### src/rtl/fpdiv_result_stage.sv
// fpdiv_result_stage
//
// Completion stage behind the pipelined Newton-Raphson FP32 divider. A tag
// pipe follows every issued operation through the divider's fixed latency.
// When a tag reaches the end of the pipe, the divider output (or the IEEE-754
// special-case result) goes into a small result FIFO. The divider cannot be
// stalled, so a result that arrives while the FIFO is full is dropped and
// counted.
//
// Build option:
//   FPDIV_SPECIAL_EN  when defined, special operands (NaN, inf, zero,
//                     denormal-as-zero) are classified at issue and their
//                     result overrides div_c. When not defined, div_c is
//                     always pushed and out_flags is constant 0.
//
// Parameters:
//   LATENCY    divider issue-to-result latency in cycles
//   DEPTH      result FIFO entries (power of two, >= 2)
//
// Ports:
//   clk        clock, rising edge
//   rst        asynchronous active-low reset
//   D          issue strobe (A/B sampled with it)
//   A, B       dividend / divisor
//   div_c      divider result, valid LATENCY edges after D was sampled
//   out_ready  consumer accepts the head entry
//   out_valid  FIFO not empty
//   out_data   head result
//   out_flags  head flags: [1] invalid, [0] divide-by-zero
//   level      FIFO occupancy
//   overrun    sticky: a completed result was dropped
//   drop_cnt   saturating count of dropped results

module fpdiv_result_stage #(
    parameter int unsigned LATENCY = 4,
    parameter int unsigned DEPTH   = 4
) (
    input  logic                   clk,
    input  logic                   rst,
    input  logic                   D,
    input  logic [31:0]            A,
    input  logic [31:0]            B,
    input  logic [31:0]            div_c,
    input  logic                   out_ready,
    output logic                   out_valid,
    output logic [31:0]            out_data,
    output logic [1:0]             out_flags,
    output logic [$clog2(DEPTH):0] level,
    output logic                   overrun,
    output logic [7:0]             drop_cnt
);

    localparam int unsigned PtrW = $clog2(DEPTH);

    // ------------------------------------------------------------------
    // Tag pipe: valid bits (always built)
    // ------------------------------------------------------------------
    logic [LATENCY-1:0] tag_valid_q;

    always_ff @(posedge clk or negedge rst) begin
        if (!rst) begin
            tag_valid_q <= '0;
        end else begin
            tag_valid_q[0] <= D;
            for (int i = 1; i < LATENCY; i++) begin
                tag_valid_q[i] <= tag_valid_q[i-1];
            end
        end
    end

    logic        comp_valid;
    logic [31:0] comp_data;

    assign comp_valid = tag_valid_q[LATENCY-1];

`ifdef FPDIV_SPECIAL_EN
    // ------------------------------------------------------------------
    // Operand classification at issue time
    // ------------------------------------------------------------------
    logic a_zero, a_inf, a_nan;
    logic b_zero, b_inf, b_nan;
    logic sgn;

    // Denormals have a zero exponent and are treated as zero.
    assign a_zero = (A[30:23] == 8'h00);
    assign a_inf  = (A[30:23] == 8'hFF) && (A[22:0] == '0);
    assign a_nan  = (A[30:23] == 8'hFF) && (A[22:0] != '0);
    assign b_zero = (B[30:23] == 8'h00);
    assign b_inf  = (B[30:23] == 8'hFF) && (B[22:0] == '0);
    assign b_nan  = (B[30:23] == 8'hFF) && (B[22:0] != '0);
    assign sgn    = A[31] ^ B[31];

    logic        cls_special;
    logic [31:0] cls_ovr;
    logic [1:0]  cls_flags;

    // Priority order matters: the invalid cases are removed first, so the
    // later branches can assume neither operand is NaN.
    always_comb begin
        cls_special = 1'b1;
        cls_ovr     = '0;
        cls_flags   = 2'b00;
        if (a_nan || b_nan || (a_zero && b_zero) || (a_inf && b_inf)) begin
            cls_ovr   = 32'h7FC0_0000;
            cls_flags = 2'b10;
        end else if (b_zero && !a_inf) begin
            // finite nonzero / 0
            cls_ovr   = {sgn, 31'h7F80_0000};
            cls_flags = 2'b01;
        end else if (a_inf) begin
            // inf / finite (including inf / 0, which is exact)
            cls_ovr = {sgn, 31'h7F80_0000};
        end else if (a_zero || b_inf) begin
            cls_ovr = {sgn, 31'h0000_0000};
        end else begin
            cls_special = 1'b0;
        end
    end

    // ------------------------------------------------------------------
    // Tag pipe: override payload
    // ------------------------------------------------------------------
    logic        tag_special_q [LATENCY];
    logic [31:0] tag_ovr_q     [LATENCY];
    logic [1:0]  tag_flags_q   [LATENCY];

    always_ff @(posedge clk or negedge rst) begin
        if (!rst) begin
            for (int i = 0; i < LATENCY; i++) begin
                tag_special_q[i] <= 1'b0;
                tag_ovr_q[i]     <= '0;
                tag_flags_q[i]   <= 2'b00;
            end
        end else begin
            tag_special_q[0] <= cls_special;
            tag_ovr_q[0]     <= cls_ovr;
            tag_flags_q[0]   <= cls_flags;
            for (int i = 1; i < LATENCY; i++) begin
                tag_special_q[i] <= tag_special_q[i-1];
                tag_ovr_q[i]     <= tag_ovr_q[i-1];
                tag_flags_q[i]   <= tag_flags_q[i-1];
            end
        end
    end

    logic [1:0] comp_flags;

    assign comp_data  = tag_special_q[LATENCY-1] ? tag_ovr_q[LATENCY-1] : div_c;
    assign comp_flags = tag_flags_q[LATENCY-1];
`else
    // Operands are only needed by the classifier.
    logic unused_operands;
    assign unused_operands = ^{A, B};

    assign comp_data = div_c;
`endif

    // ------------------------------------------------------------------
    // Result FIFO
    // ------------------------------------------------------------------
    logic [31:0]     mem_data_q [DEPTH];
    logic [PtrW-1:0] wr_ptr_q, rd_ptr_q;
    logic [PtrW:0]   count_q;
    logic            full, pop, push, drop;

    assign out_valid = (count_q != '0);
    assign full      = (count_q == (PtrW+1)'(DEPTH));
    assign pop       = out_valid && out_ready;
    // A full FIFO can still take the result if the head leaves on this edge.
    assign push      = comp_valid && (!full || pop);
    assign drop      = comp_valid && full && !pop;

    always_ff @(posedge clk or negedge rst) begin
        if (!rst) begin
            for (int i = 0; i < DEPTH; i++) begin
                mem_data_q[i] <= '0;
            end
            wr_ptr_q <= '0;
            rd_ptr_q <= '0;
            count_q  <= '0;
        end else begin
            if (push) begin
                mem_data_q[wr_ptr_q] <= comp_data;
                wr_ptr_q             <= wr_ptr_q + PtrW'(1);
            end
            if (pop) begin
                rd_ptr_q <= rd_ptr_q + PtrW'(1);
            end
            if (push && !pop) begin
                count_q <= count_q + (PtrW+1)'(1);
            end else if (pop && !push) begin
                count_q <= count_q - (PtrW+1)'(1);
            end
        end
    end

    assign out_data = mem_data_q[rd_ptr_q];
    assign level    = count_q;

`ifdef FPDIV_SPECIAL_EN
    logic [1:0] mem_flags_q [DEPTH];

    always_ff @(posedge clk or negedge rst) begin
        if (!rst) begin
            for (int i = 0; i < DEPTH; i++) begin
                mem_flags_q[i] <= 2'b00;
            end
        end else if (push) begin
            mem_flags_q[wr_ptr_q] <= comp_flags;
        end
    end

    assign out_flags = mem_flags_q[rd_ptr_q];
`else
    assign out_flags = 2'b00;
`endif

    // ------------------------------------------------------------------
    // Drop accounting
    // ------------------------------------------------------------------
    logic       overrun_q;
    logic [7:0] drop_cnt_q;

    always_ff @(posedge clk or negedge rst) begin
        if (!rst) begin
            overrun_q  <= 1'b0;
            drop_cnt_q <= 8'd0;
        end else if (drop) begin
            overrun_q <= 1'b1;
            if (drop_cnt_q != 8'hFF) begin
                drop_cnt_q <= drop_cnt_q + 8'd1;
            end
        end
    end

    assign overrun  = overrun_q;
    assign drop_cnt = drop_cnt_q;

endmodule

### config.mk
export PLATFORM = sky130hd
export DESIGN_NAME = fpdiv_result_stage
export DESIGN_NICKNAME = d
export VERILOG_FILES = /design/src/rtl/fpdiv_result_stage.sv
export SDC_FILE = /design/constraint.sdc
export NUM_CORES = 1
export LEC_CHECK = 0
export ABC_AREA = 1
export CORE_ASPECT_RATIO = 1.1
export CORE_MARGIN = 2
export CORE_UTILIZATION = 46
export DETAILED_ROUTE_END_ITERATION = 10
export PLACE_DENSITY = 0.76
export SLEW_MARGIN = 10
export SYNTH_ARGS = -nofsm -noshare
export SYNTH_HDL_FRONTEND = slang
export SYNTH_SLANG_ARGS = --single-unit
### constraint.sdc
create_clock -name clk -period 1.95 [get_ports clk]
set_input_delay 0.585 -clock clk [delete_from_list [all_inputs] [get_ports clk]]
set_output_delay 0.585 -clock clk [all_outputs]
set_load 0.005 [all_outputs]
# After elaboration in Yosys (flattened, before gate mapping)
# Cells that the tools add are included.
dict set report totals {
  inputBits 100
  ff_bits 148
  output_inout_bits 47
  wordCells 44
}
dict set report classes {
  n_eq_ne 2
  muxes 8
  add_sub_neg 5
  reduce_logical 14
  n_bitwise 2
  order_cmp 3
}
# cell n
set ops {}
lappend ops {{bitwise mux 128 bit} 1}
lappend ops {{two-way mux 32 bit} 3}
lappend ops {{binary-select mux 32 bit (select 2 bit)} 1}
lappend ops {{demux 32 bit (select 2 bit)} 1}
lappend ops {{adder 8 x 1 -> 8 bit, second input constant} 1}
lappend ops {{inequality test 8 bit, second input constant} 1}
lappend ops {{logical AND 1 bit} 7}
lappend ops {{greater-or-equal comparator 3 bit, second input constant} 2}
lappend ops {{two-way mux 3 bit} 2}
lappend ops {{inverter 2 -> 3 bit} 2}
lappend ops {{adder 2 x 1 -> 2 bit, second input constant} 2}
lappend ops {{adder 3 x 1 -> 3 bit, second input constant} 1}
lappend ops {{equality test 3 bit, second input constant} 1}
lappend ops {{zero test 1 bit} 3}
lappend ops {{less-than comparator 3 x 1 -> 1 bit, second input constant} 1}
lappend ops {{nonzero test 3 bit} 1}
lappend ops {{subtractor 3 x 1 -> 3 bit, second input constant} 1}
lappend ops {{AND reduction 2 bit} 1}
lappend ops {{nonzero test 2 bit} 1}
lappend ops {{logical OR 1 bit} 1}

# Logic depth before layout (Yosys ltp)
# Gate-level depths: netlist of the first run.
dict set report logic_depth {
  word_depth 8
  mapped_depth 10
  mapped_depth_nobuf 10
}

# Worst setup path after synthesis of the first run
# Ideal clock, no wire load.
dict set report synth_timing {
  path_type {input -> register}
  start {input out_ready}
  end {register count_q[2] (netlist: level[2])}
  required_time_ns 1.871
  arrival_time_ns 1.972
  slack_ns -0.101
  n_path_buf 0
  cell_stages 10
  setup_time_ns 0.079
  cell_sequence {inv_2 -> nand3_4 -> nand2_1 -> inv_1 -> ha_1 -> inv_1 -> fa_1 -> or2_2 -> nand2_1 -> xor2_1}
}
dict set report synth_between {
  elab_chain_cells 6
  elab_cells_between_ends 9
  cone_classes {mux: 1; reduce/logical: 8}
}
# item line_no
set synth_lines {}
lappend synth_lines {{start: declaration} 44} ;# input logic out_ready,
lappend synth_lines {{logical AND 1 bit *} 168} ;# assign pop = out_valid && out_ready;
lappend synth_lines {{logical OR 1 bit *} 170} ;# assign push = comp_valid && (!full || pop);
lappend synth_lines {{logical AND 1 bit *} 170}
lappend synth_lines {{net push} 164} ;# logic full, pop, push, drop;
lappend synth_lines {{zero test 1 bit} 191} ;# end else if (pop && !push) begin
lappend synth_lines {{logical AND 1 bit} 191}
lappend synth_lines {{nonzero test 2 bit (no line)} n/a}
lappend synth_lines {{end signal: assignment} 190} ;# count_q <= count_q + (PtrW+1)'(1);
lappend synth_lines {{end signal: assignment} 192} ;# count_q <= count_q - (PtrW+1)'(1);
lappend synth_lines {{end: declaration} 163} ;# logic [PtrW:0] count_q;
# The timed path passes the listed nets; every way through them passes the cells marked *.
# A chain may end at the register's enable or synchronous reset.

# Final worst setup path of the first run
dict set report layout_timing {
  start {register rd_ptr_q[0]}
  end {output out_data[30]}
}
dict set report layout_between {
  elab_chain_cells 4
}
# item line_no
set layout_lines {}
lappend layout_lines {{start: declaration} 162} ;# logic [PtrW-1:0] wr_ptr_q, rd_ptr_q;
lappend layout_lines {{start signal: assignment} 187} ;# rd_ptr_q <= rd_ptr_q + PtrW'(1);
lappend layout_lines {{inverter 2 -> 3 bit (not written as such)} 197} ;# assign out_data = mem_data_q[rd_ptr_q];
lappend layout_lines {{binary-select mux 32 bit (select 2 bit)} 197}
lappend layout_lines {{two-way mux 32 bit (not written as such) (2 in a row)} 197}
lappend layout_lines {{end: declaration} 46} ;# output logic [31:0] out_data,
# Every way passes these cells. The select of a mux whose other input is x is not followed.

==> metrics.md, run 1 <==
| Metric | Value |
|---|---|
| Share of power burned in combinational logic | 0.497 |
| Placed cell count | 1014 |
| Post-Syn Area | 6880 sq um |
| Input/output buffers | 80 |
| Power Dens Cells | 1830 nW/um^2 |
| Initial DRC count | 341 |
| H-tree depth | 4 |
| Post-layout util | 0.663 |
| Avg Cell Area, Syn | 9.22 sq um |
| # diodes | 0 |
| # nets final | 980 |
| Synth Register Bits | 148 |
| Ys Warns | 0 |
| Final period util | 1.16 |
| Number of clock sinks | 148 |
| GRT overflow | 0 |
| Minimum period implied by the final worst setup slack | 2270 ps |
| I/O pins | 147 |
| Synthesized instance count | 746 |
| Seq/Total Area, Yosys | 0.539 |
| Die Y | 132 um |
| Setup crit end kind | primary output |
| Total chip power | 17.6 mW |
| Leak Pwr | 4.42 nW |
| Detail Placement HPWL | 9.55 mm |
| Worst setup SP type | flop |
| Final hold violations | 0 |
| Avg WL per Cell | 16.7 um |
| Worst path arrival time | 1690 ps |
| Crit Path Category | reg2out |
| Via Count | 5753 |
| Int Power | 10.8 mW |
| Vias in the first global route | 5703 |
| Sw Pwr | 6.79 mW |
| DR DRC count | 0 |
| CP max FO | 6 |
| Clk buf depth | 2 |
| Final Non-Filler Cells | 1078 |
| Skew-Pair Late Insertion Delay | 440 ps |
| Failing checks | negative setup slack |
| Pins Over Slew Limit | 0 |
| Worst setup margin | -321 ps |
| Starting Density | 0.474 |
| Clk_skew | 8.76 ps |
| CTS tree | done |
| Required @ worst endpoint | 1360 ps |
| RSZ-0062 raised after global routing | true |
| Max incr delay on CP | 460 ps |
| GRT Overall Usage | 0.226 |
| Clk slew on worst S/H paths | 60 ps |
| Hold Crit Class | in2async |
| Max Clock Freq | 440 MHz |
| Largest net degree at the start of global routing | 45 |
| First-pass GRT wire length | 28.5 mm |
| Total wire length | 18.0 mm |
| Multi-input logic area | 3210 sq um |
| Clock root cell | clkbuf_16 |
| Setup Viol. Count Final | 32 |
| Final ANT Viol Nets | 0 |
| Final Wtd Congestion | 0.775 |
| Critical-path cell list | clkinv_4 -> buf_8 -> buf_16 -> o21ai_4 -> o22ai_2 -> buf_2 |
| Crit path max-delay family | buffers and inverters |
| Routed vias/inst | 5.34 |
| Filler cells | 1068 |
| P&R area growth vs syn | 39.9% |
| Status | finished, violations left |
| Reg area | 3710 sq um |
| Share of post-route cells with drive strength above 1 | 0.359 |
| Core Region | 14500 sq um |
| Clock power frac | 0.194 |
| Core Rows | 46 |
| Slowest-stage cell, CP | dfrtp_2 |
| Die W | 121 um |
| Flop pwr share | 0.309 |
| Count of cell types in the netlist | 28 |
| Max-cap violations | 0 |
| Switching share of power | 0.385 |
| Initial antenna violation count | 0 |
| First drt pass iteration count | 5 |
| CTS hold repair buffers | 0 |
| Die area | 15900 sq um |
| Max VDD drop | 0.000934 V |
| Num CTS Buffers | 17 |
| Buf/Inv on CP | 4 |
sequential cells by signal, summed over array words and instances, names as in the netlist:
name	count
mem_data_q	128
tag_valid_q	4
drop_cnt	8
rd_ptr_q	2
wr_ptr_q	2
level	3
overrun	1
what timing repair did:
action	in CTS	in global routing
buffers inserted	21	4
setup endpoints to repair	45	35
pin swaps	35	13
resized for setup	296	66
gates cloned	8	2
layer usage:
layer / share of wire / wire length, um / up-vias / track usage
met4: 0.020 / 361 / 0 / 0.0846
li1: - / - / 2733 / -
met5: 0 / 0 / - / 0
met1: 0.41 / 7430 / 2838 / 0.281
met2: 0.52 / 9400 / 151 / 0.387
met3: 0.043 / 780 / 31 / 0.0454
Yosys cell counts:
master | instances | area, sq um
clkbuf_1 | 13 | 48.8
a21oi_1 | 2 | 10.0
nand4_1 | 1 | 6.26
nor2_4 | 1 | 11.3
buf_6 | 15 | 169
conb_1 | 1 | 3.75
nor2_1 | 73 | 274
o22ai_1 | 32 | 200
buf_12 | 3 | 60.1
dfrtp_1 | 148 | 3700
xnor2_1 | 3 | 26.3
xor2_1 | 3 | 26.3
o21ai_0 | 95 | 475
or2_2 | 2 | 12.5
nand3_1 | 3 | 15.0
nand2_1 | 145 | 544
inv_1 | 45 | 169
o21ai_1 | 69 | 345
buf_1 | 1 | 3.75
nand3_4 | 5 | 87.6
fa_1 | 1 | 20.0
o21ai_2 | 32 | 280
mux2_2 | 1 | 11.3
nand2_2 | 29 | 181
inv_2 | 2 | 7.51
buf_4 | 13 | 97.6
ha_1 | 6 | 75.1
buf_2 | 2 | 10.0
through the flow:
step	setup WS [ps]	hold WS, ps	TNS (ps)	cell area [sq um]
finish	-321	75.6	-9150	9620
global route	-397	102	-11150	9620
CTS	-301	83.9	-8630	9300
detailed placement	-486	336	-11810	8070
global placement	-469	332	-9360	8070
floorplan	12.1	289	0	6900
area by class of cell:
type | count | share of cell area
Multi-Input combinational cell | 505 | 0.334
Sequential cell | 148 | 0.385
Inverter | 47 | 0.0191
Tap cell | 192 | 0.0250
Timing Repair Buffer | 154 | 0.173
Clock buffer | 20 | 0.0485
Clock inverter | 12 | 0.0159
cell usage in the layout, fill, tap and decap left out, types with 3 or more instances in the layout:
master | synthesis | final
nor2_4 | 1 | 13
nand2_1 | 145 | 141
o21ai_1 | 69 | 91
xnor2_1 | 3 | 3
buf_12 | 3 | 18
clkinvlp_4 | 0 | 4
nor2_1 | 73 | 39
nand2_2 | 29 | 33
nand3_1 | 3 | 3
clkbuf_8 | 0 | 3
inv_2 | 2 | 3
o22ai_1 | 32 | 8
buf_6 | 15 | 12
clkinv_2 | 0 | 3
inv_1 | 45 | 42
buf_2 | 2 | 32
buf_16 | 0 | 7
dfrtp_1 | 148 | 146
buf_4 | 13 | 33
ha_1 | 6 | 5
o21ai_4 | 0 | 18
nand3_4 | 5 | 5
clkdlybuf4s50_1 | 0 | 41
o22ai_2 | 0 | 24
clkbuf_16 | 0 | 19
buf_8 | 0 | 4
xor2_1 | 3 | 3
o21ai_0 | 95 | 36
nor2_2 | 0 | 22
bufinv_16 | 0 | 3
o21ai_2 | 32 | 51
dlygate4sd2_1 | 0 | 4
power by group through the flow:
stage / Clock (mW) / Combinational (mW) / Sequential (mW)
2_1_floorplan: 0 / 3.92 / 5.06
3_3_place_gp: 0 / 6.52 / 5.15
3_5_place_dp: 0 / 6.66 / 5.19
4_1_cts: 3.46 / 7.98 / 5.29
5_1_grt: 3.60 / 9.51 / 5.61
6_report: 3.43 / 8.75 / 5.44
cells by family (layout without fill, tap and decap cells):
kind of cell,count (synthesis),after routing,synth area share
other,1,2,0.000545
xor gates and xnor gates,6,6,0.00764
adders and majority gates,7,7,0.0138
and+or+nand+nor,259,259,0.165
buffers and inverters,94,233,0.0823
DFF,148,148,0.539
AOI/OAI and AO/OA,230,230,0.191
muxes,1,1,0.00164
worst paths after layout:
check	from	slack [ps]	end	cells past startpoint
max in group asynchronous	rst	1290	mem_data_q[42]$_DFFE_PN0P_	2
worst min register to register	tag_valid_q[2]$_DFF_PN0_	350	tag_valid_q[3]$_DFF_PN0_	0
worst max-delay path	rd_ptr_q[0]$_DFFE_PN0P_	-320	out_data[30]	6
worst max register to register	level[1]$_DFFE_PN0P_	30	level[1]$_DFFE_PN0P_	10
worst min-delay path	rst	80	mem_data_q[3]$_DFFE_PN0P_	1
min in group clk	tag_valid_q[2]$_DFF_PN0_	350	tag_valid_q[3]$_DFF_PN0_	0
No activity file was read; power rests on OpenSTA's default activity.
==> run 2: changes to the inputs <==
--- a/config.mk
+++ b/config.mk
@@ -6,6 +6,7 @@
 export NUM_CORES = 1
 export LEC_CHECK = 0
 export ABC_AREA = 1
+export CAP_MARGIN = 20
 export CORE_ASPECT_RATIO = 1.1
 export CORE_MARGIN = 2
 export CORE_UTILIZATION = 46
==> results of run 2 <==
Final layout, timing and power as in run 1 (identical DEF).
